## config.mk

```make
export PLATFORM = sky130hd
export DESIGN_NAME = reg_scoreboard
export DESIGN_NICKNAME = d
export VERILOG_FILES = /design/src/rtl/reg_scoreboard.sv
export SDC_FILE = /design/constraint.sdc
export NUM_CORES = 1
export LEC_CHECK = 0
export ABC_AREA = 1
export ABC_CLOCK_PERIOD_IN_PS = 4800
export CELL_PAD_IN_SITES_DETAIL_PLACEMENT = 0
export CELL_PAD_IN_SITES_GLOBAL_PLACEMENT = 2
export CORE_ASPECT_RATIO = 1.75
export CORE_MARGIN = 2
export CORE_UTILIZATION = 28
export CTS_BUF_LIST = sky130_fd_sc_hd__clkbuf_8
export DETAILED_ROUTE_END_ITERATION = 7
export PLACE_DENSITY_LB_ADDON = 0.1
export SLEW_MARGIN = 20
export SYNTH_ARGS = -nofsm -noshare
export SYNTH_HDL_FRONTEND = slang
export SYNTH_SLANG_ARGS = --single-unit
```

## constraint.sdc

```tcl
create_clock -name clk -period 4.8 [get_ports clk]
set_input_delay 1.2 -clock clk [delete_from_list [all_inputs] [get_ports clk]]
set_output_delay 1.2 -clock clk [all_outputs]
set_load 0.01 [all_outputs]
```

## src/rtl/reg_scoreboard.sv

```systemverilog
// Register-file scoreboard and issue controller for long-latency writes.
// Define SCOREBOARD_BYPASS_EN to expose same-cycle writeback clears to hazard checks.
module reg_scoreboard #(
    parameter int MAX_PENDING = 4,
    parameter int STALL_CNT_W = 32
) (
    input  logic                   clk,
    input  logic                   resetn,
    input  logic                   id_valid,
    input  logic [4:0]             id_rs1,
    input  logic [4:0]             id_rs2,
    input  logic                   id_rs1_used,
    input  logic                   id_rs2_used,
    input  logic [4:0]             id_rd,
    input  logic                   id_rd_write,
    input  logic                   id_long,
    input  logic                   ex_ready,
    input  logic                   flush,
    input  logic                   wb_valid,
    input  logic [4:0]             wb_rd,
    output logic                   stall,
    output logic                   issue_fire,
    output logic [31:0]            busy_vec,
    output logic [3:0]             pending_cnt,
    output logic                   wb_err,
    output logic [STALL_CNT_W-1:0] stall_cycles
);

    logic [31:0] busy_q;
    logic [31:0] busy_eff;
    logic [31:0] busy_n;
    logic [3:0]  cnt_q;
    logic [3:0]  pending_eff;
    logic        wb_err_q;
    logic [STALL_CNT_W-1:0] stall_q;

    logic clr;
    logic set;
    logic raw1;
    logic raw2;
    logic waw;
    logic full;

    // Bit 0 of busy_q is never set, so this also rejects writebacks to x0.
    assign clr = wb_valid & busy_q[wb_rd];

`ifdef SCOREBOARD_BYPASS_EN
    logic [31:0] wb_mask;
    assign wb_mask     = wb_valid ? (32'd1 << wb_rd) : 32'd0;
    assign busy_eff    = busy_q & ~wb_mask;
    assign pending_eff = cnt_q - {3'b000, clr};
`else
    assign busy_eff    = busy_q;
    assign pending_eff = cnt_q;
`endif

    assign raw1 = id_rs1_used & (id_rs1 != 5'd0) & busy_eff[id_rs1];
    assign raw2 = id_rs2_used & (id_rs2 != 5'd0) & busy_eff[id_rs2];
    assign waw  = id_rd_write & (id_rd != 5'd0) & busy_eff[id_rd];
    assign full = id_long & id_rd_write
                & (pending_eff == 4'(MAX_PENDING));

    assign stall      = id_valid & (raw1 | raw2 | waw | full | ~ex_ready);
    assign issue_fire = id_valid & ~stall & ~flush;

    assign set = issue_fire & id_long & id_rd_write & (id_rd != 5'd0);

    // Set is applied after clear so a same-register collision leaves the bit on.
    always_comb begin
        busy_n = busy_q;
        if (clr) busy_n[wb_rd] = 1'b0;
        if (set) busy_n[id_rd] = 1'b1;
        busy_n[0] = 1'b0;
    end

    always_ff @(posedge clk) begin
        if (!resetn) begin
            busy_q   <= '0;
            cnt_q    <= '0;
            wb_err_q <= 1'b0;
            stall_q  <= '0;
        end else begin
            busy_q   <= busy_n;
            wb_err_q <= wb_valid & ~busy_q[wb_rd];
            if (set && !clr)
                cnt_q <= cnt_q + 4'd1;
            else if (clr && !set)
                cnt_q <= cnt_q - 4'd1;
            if (id_valid && stall && (stall_q != '1))
                stall_q <= stall_q + 1'b1;
        end
    end

    assign busy_vec     = busy_q;
    assign pending_cnt  = cnt_q;
    assign wb_err       = wb_err_q;
    assign stall_cycles = stall_q;

endmodule

```

==> results_dict.tcl, run 1 <==
set metrics [dict create \
    worstSetupPathType "in -> out" \
    start_util_pct 28.2 \
    crit_required_ns 3.60 \
    antenna_cells 0 \
    ys_types 38 \
    cts_sinks 68 \
    yosys_warnings 0 \
    grt_overflow 0 \
    core_mm2 0.0190 \
    layout_common_cells "nand2_1 (231), clkdlybuf4s50_1 (95), inv_1 (78), nor2_1 (78), a21oi_1 (74)" \
    place_inst 1253 \
    cts_root_buffer "clkbuf_8" \
    drt_first_iter_violations 327 \
    pwr-share-seq_pct 44.1 \
    drive_above_1_share_pct 11.4 \
    syn_area_mm2 0.00538 \
    die_area_mm2 0.0204 \
    grt_pass1_vias 6944 \
    first_pass_iters 5 \
    p_switching_w 0.000405 \
    ys_seq_elements 68 \
    fmax_ghz 0.217 \
    top_layer "met4" \
    power.total_w 0.00129 \
    setup_viol 0 \
    cp-start-kind "input pin" \
    cts_hold_buf 0 \
    synth_adder_area_share_pct 1.30 \
    p_sw_share_pct 31.3 \
    min_path_type "reg -> reg" \
    clk_latency_ns 0.37 \
    slew_viol_final 0 \
    multi_input_area_mm2 0.00349 \
    clockPowerShare_pct 35.4 \
    worstSetupEndpointType "output port" \
    outcome "finished, final reports clean" \
    leakagePower_nw 2.79 \
    arrival_ns 3.41 \
    seq_area_frac_synth_pct 25.3 \
    grt_first_pass_wirelength_um 38700 \
    ir_drop_mv 0.119 \
    regArea_mm2 0.00136 \
    cts_buffers 9 \
    cts_tree "built" \
    fin_crit_ns 4.61 \
    die_w_um 109 \
    nets 1058 \
    syn2layout_area_growth_pct 34.8 \
    port_buffers 99 \
    drc_errors 0 \
    fp.dieH_um 187 \
    dp_slack_ns -0.215 \
    critPathMaxFanout 6 \
    intPower_w 0.000889 \
    wl_met2_um 14800 \
    cts_resized 7 \
    dr_total_vias 6699 \
    rsz0062_at_grt "no" \
    yosys.area_share.xor_xnor_pct 5.21 \
    cts.clk_slew.worst_paths_ns 0.07 \
    drt-vias-per-instance 5.28 \
    finalHoldViolCount 0 \
    fin_ws_ns 0.187 \
    layout_commonest_cell "nand2_1" \
    routed_wl_um 25600 \
    antenna_found_initial 0 \
    syn_inst 894 \
    rows 67 \
    ant_nets 0 \
    synth_compound_area_share_pct 15.2 \
    grt_usage_pct 25.5 \
    place_congestion 0.945 \
    routedWlPerCell_um 20.2 \
    fin_setup_tns_ns 0 \
    synthMuxAreaShare_pct 0 \
    htreeDepth 3 \
    ctsLongestPathBuffers 2 \
    synth_simple_gate_area_share_pct 41.9 \
    grt_max_degree 41 \
    maxSlewHeadroom_pct 38.5 \
    dp_hpwl_um 20500 \
    postCtsSetupBuffers 0 \
    pwr-share-comb_pct 20.5 \
    io_pins 101 \
    worst_pin_slew_ns 0.922 \
    final_cells 1269 \
    synthesis.nets 929 \
    fillers 2122 \
    place_area_mm2 0.00698 \
    avgSynthCellArea_um2 6.01 \
    wl_met3_um 929 \
    postLayoutCellArea_mm2 0.00725 \
    wl_met1_um 8250 \
    post-route-period-util_pct 96.1 \
    drv_cap 0 \
    power_density_mw_per_mm2 179 \
    skew_ns 0.0183 \
    synth_top_family_by_area "simple AND/OR/NAND/NOR gates" \
]
-- synthesized netlist by cell type, drive strengths merged --
| cell | n | area [um2] |
|---|---|---|
| buf | 27 | 185 |
| and3 | 1 | 6.26 |
| o211ai | 9 | 67.6 |
| a21oi | 76 | 384 |
| inv | 85 | 322 |
| dfxtp | 68 | 1360 |
| xnor2 | 8 | 70.1 |
| xor2 | 24 | 210 |
| nand4 | 68 | 432 |
| nor3b | 1 | 7.51 |
| ha | 4 | 50.1 |
| conb | 1 | 3.75 |
| fa | 1 | 20.0 |
| o22ai | 9 | 56.3 |
| nor2 | 83 | 329 |
| or2 | 2 | 12.5 |
| nor3 | 33 | 181 |
| nor4 | 6 | 37.5 |
| nand2 | 232 | 873 |
| a211oi | 1 | 7.51 |
| clkbuf | 23 | 86.3 |
| nand3 | 71 | 365 |
| o21ai | 60 | 300 |
| and2 | 1 | 6.26 |
-- critical path: stages --
cell and delay [ns]:
clkdlybuf4s50_1 0.54, inv_1 0.12, buf_12 0.15, o211ai_1 0.09, nand3_1 0.10, nand3_1 0.09, nand2_1 0.13, nand3_4 0.13
nand3_2 0.09, nor2_4 0.10, nand2_1 0.07, inv_1 0.06, clkdlybuf4s50_1 0.52
-- sequential cells by signal (all words and copies together), names as in the netlist --
name / count
stall_cycles: 32
busy_vec: 31
pending_cnt: 4
wb_err: 1
-- routing by layer --
metal / global-route usage [%] / vias to the layer above
met5: 0 / -
met4: 15.7 / 0
met3: 3.24 / 76
met2: 51.4 / 223
met1: 22.5 / 3139
li1: - / 3261
-- final timing paths --
kind,start,end,slack [ns],depth (start not counted)
worst max-delay path,id_rs2[1],issue_fire,0.19,13
worst max register to register,busy_vec[5],pending_cnt[3],1.56,23
worst min-delay path,stall_cycles[31],stall_cycles[31],0.49,2
worst min register to register,stall_cycles[31],stall_cycles[31],0.49,2
-- power by group through the flow --
stage          Combinational [W]  Sequential (W)  Clock [W]
3_5_place_dp            0.000260        0.000584          0
6_report                0.000266        0.000571   0.000458
2_1_floorplan           0.000134        0.000584          0
4_1_cts                 0.000263        0.000571   0.000474
3_3_place_gp            0.000260        0.000585          0
5_1_grt                 0.000287        0.000572   0.000488
-- layout make-up --
type	instances	area share, %
clock buffer	12	2.28
clock inverter	4	0.224
inverter	85	4.47
multi-input combinational	691	48.2
sequential	68	18.8
tap	241	4.16
timing repair buffer	168	21.9
-- stage by stage --
| step | utilization [%] | hold slack, ns |
|---|---|---|
| floorplan | - | 0.495 |
| global placement | 36.7 | 0.476 |
| detailed placement | 36.7 | 0.482 |
| CTS | 37.8 | 0.493 |
| global route | 38.1 | 0.524 |
| finish | 38.1 | 0.491 |
-- kinds of logic (layout without fill, tap and decap cells) --
| logic type | count (synthesis) | after routing |
|---|---|---|
| AOI/OAI and AO/OA | 155 | 155 |
| xor gates and xnor gates | 32 | 32 |
| buffers and inverters | 135 | 269 |
| DFF | 68 | 68 |
| adders and majority gates | 5 | 5 |
| other | 1 | 1 |
| and+or+nand+nor | 498 | 498 |
No activity file was read; power rests on OpenSTA's default activity.
==> run 2: changes to the inputs <==
ABC_CLOCK_PERIOD_IN_PS = 6000   (was 4800)
CORE_UTILIZATION = 30   (was 28)
CTS_BUF_LIST = unset   (was sky130_fd_sc_hd__clkbuf_8)
GPL_ROUTABILITY_DRIVEN = 1   (was unset)
clock period = 6 ns   (was 4.8 ns; I/O delays follow)
==> run 2 against run 1 <==
  * Cell count decreased by 5.1%
  * Register-to-register slack improved by 1.2 ns
  * Critical path type unchanged
  * Clock skew decreased by 0.0080 ns
  * Global-route usage increased by 0.77 points
  * Clock-buffer cell count decreased by 1
  * Worst setup slack improved by 0.15 ns
==> results_dict.tcl, run 2 (same netlist as run 1, synthesis figures left out) <==
set metrics [dict create \
    outcome "finished, final reports clean" \
    critPathMaxFanout 10 \
    routed_wl_um 25100 \
    die_area_mm2 0.0190 \
    grt_pass1_vias 6552 \
    die_w_um 105 \
    worst_pin_slew_ns 0.979 \
    min_path_type "reg -> reg" \
    syn2layout_area_growth_pct 26.1 \
    fmax_ghz 0.177 \
    routedWlPerCell_um 20.9 \
    fillers 1906 \
    crit_chain "clkdlybuf4s50_1 -> inv_1 -> nand3_1 -> nand2_1 -> nand2_1 -> nand2_1 -> nor2_1 -> nand2_1 -> nand3_1 -> nand3_1 -> nor2_4 -> nand2_1 -> inv_1 -> clkdlybuf4s50_1" \
    worstSetupEndpointType "output port" \
    grt_overflow 0 \
    finalHoldViolCount 0 \
    drt-vias-per-instance 5.41 \
    slew_viol_final 0 \
    drc_errors 0 \
    fin_setup_tns_ns 0 \
    grt_max_degree 65 \
    power_density_mw_per_mm2 171 \
    cp_top_family "buffers and inverters" \
    place_congestion 0.950 \
    rows 64 \
    ant_nets 0 \
    drv_cap 0 \
    cpPeakStageDelay_ns 0.75 \
    cts_resized 0 \
    power.total_w 0.00116 \
    grt_first_pass_wirelength_um 38200 \
    crit_required_ns 4.50 \
    cts.clk_slew.worst_paths_ns 0.06 \
    fp.dieH_um 181 \
    htreeDepth 3 \
    cts_tree "built" \
    largest_reg_flops 32 \
    rsz0062_at_grt "no" \
    layout_common_cells "nand2_1 (231), clkdlybuf4s50_1 (99), nor2_1 (79)" \
    nets 1003 \
    drive_above_1_share_pct 5.24 \
    core_mm2 0.0175 \
    crit_top_cell "nand2_1" \
    layout_commonest_cell "nand2_1" \
    reg2reg_from "busy_vec[9]" \
    arrival_ns 4.16 \
    regArea_mm2 0.00136 \
    antenna_cells 0 \
    fin_crit_ns 5.66 \
    crit_start "id_rs2[1]" \
    grt_usage_pct 26.3 \
    critPathSlowestCell "clkdlybuf4s50_1" \
    dr_total_vias 6508 \
    cts_root_buffer "clkbuf_16" \
    maxSlewHeadroom_pct 34.6 \
    antenna_found_initial 0 \
    skew_ns 0.0103 \
    leakagePower_nw 2.49 \
    ctsLongestPathBuffers 2 \
    postLayoutCellArea_mm2 0.00678 \
    multi_input_area_mm2 0.00342 \
    clk_latency_ns 0.35 \
    crit_buf_inv 4 \
    io_pins 101 \
    port_buffers 99 \
    postCtsSetupBuffers 0 \
    first_pass_iters 5 \
    hold_ws_ns 0.497 \
    cts_hold_buf 0 \
    post-route-period-util_pct 94.3 \
    cts_sinks 68 \
    start_util_pct 30.7 \
    worstSetupPathType "in -> out" \
    setup_viol 0 \
    dp_hpwl_um 19200 \
    drt_first_iter_violations 448 \
    cts_buffers 9 \
    ir_drop_mv 0.122 \
    min_from "stall_cycles[31]" \
    place_area_mm2 0.00649 \
    cp-start-kind "input pin" \
]
==> run 2: cell types whose count changed in the layout (fill, tap and decap cells not counted), moves of 3 or more <==
| cell | before | now |
|---|---|---|
| clkdlybuf4s50_1 | 95 | 99 |
| dlymetal6s2s_1 | 3 | 0 |
| clkbuf_8 | 12 | 2 |
| nor3_2 | 8 | 1 |
| clkbuf_16 | 0 | 9 |
| nand3_1 | 66 | 69 |
| buf_12 | 5 | 0 |
| nor3_1 | 24 | 31 |
| buf_4 | 62 | 14 |
==> run 2: cell type report <==
| type | instances | share of cell area, % |
|---|---|---|
| sequential | 68 | 20.1 |
| clock inverter | 5 | 0.517 |
| multi-input combinational | 691 | 50.5 |
| clock buffer | 11 | 3.73 |
| inverter | 85 | 4.74 |
| timing repair buffer | 113 | 16.2 |
| tap | 231 | 4.26 |
==> run 2: path summary, 6_finish.rpt <==
check | cells past startpoint | end | slack [ns]
min | 2 | stall_cycles[31] | 0.50
max reg2reg | 21 | pending_cnt[3] | 2.71
max | 14 | issue_fire | 0.34
min reg2reg | 2 | stall_cycles[31] | 0.50
==> run 2: worst reg2reg max path: stages, from the launching register on <==
cell and delay (ns):
dfxtp_1 0.37, inv_1 0.27, a21oi_1 0.11, o21ai_0 0.09, nand3_1 0.09, nand3_1 0.09
nand2_1 0.06, nand3_1 0.17, nand3_1 0.15, nor2_4 0.14, nand2_1 0.09, nor2_1 0.11
ha_1 0.19, inv_1 0.09, ha_1 0.32, and3_1 0.19, a211oi_1 0.24, nor2_1 0.07
nor2_1 0.09, nand2_1 0.07, o21ai_0 0.14, a21oi_1 0.05
==> run 2: per-layer routing <==
| metal | share of wire, % | vias to the layer above | GRT usage, % |
|---|---|---|---|
| li1 | - | 3152 | - |
| met1 | 35 | 3038 | 26.1 |
| met2 | 53 | 240 | 49.6 |
| met3 | 4.1 | 78 | 3.32 |
| met4 | 7.4 | 0 | 17.8 |
| met5 | 0 | - | 0 |
==> run 2: per-stage QoR <==
stage | worst slack, ns | instances | utilization (%)
global placement | 0.316 | 1188 | 37.0
detailed placement | 0.327 | 1188 | 37.0
finish | 0.341 | 1204 | 38.7
floorplan | 1.63 | 894 | -
CTS | 0.315 | 1204 | 38.7
global route | 0.187 | 1204 | 38.7
==> run 2: power breakdown <==
group | internal [W] | switching, W
clock network | 0.000303 | 0.000227
logic | 0.0000527 | 0.000118
registers | 0.000454 | 0.00000348
total | 0.000810 | 0.000348
==> run 3: changes to the inputs <==
TNS_END_PERCENT = 10   (was unset)
==> results of run 3 <==
Final layout, timing and power as in run 2 (identical DEF).
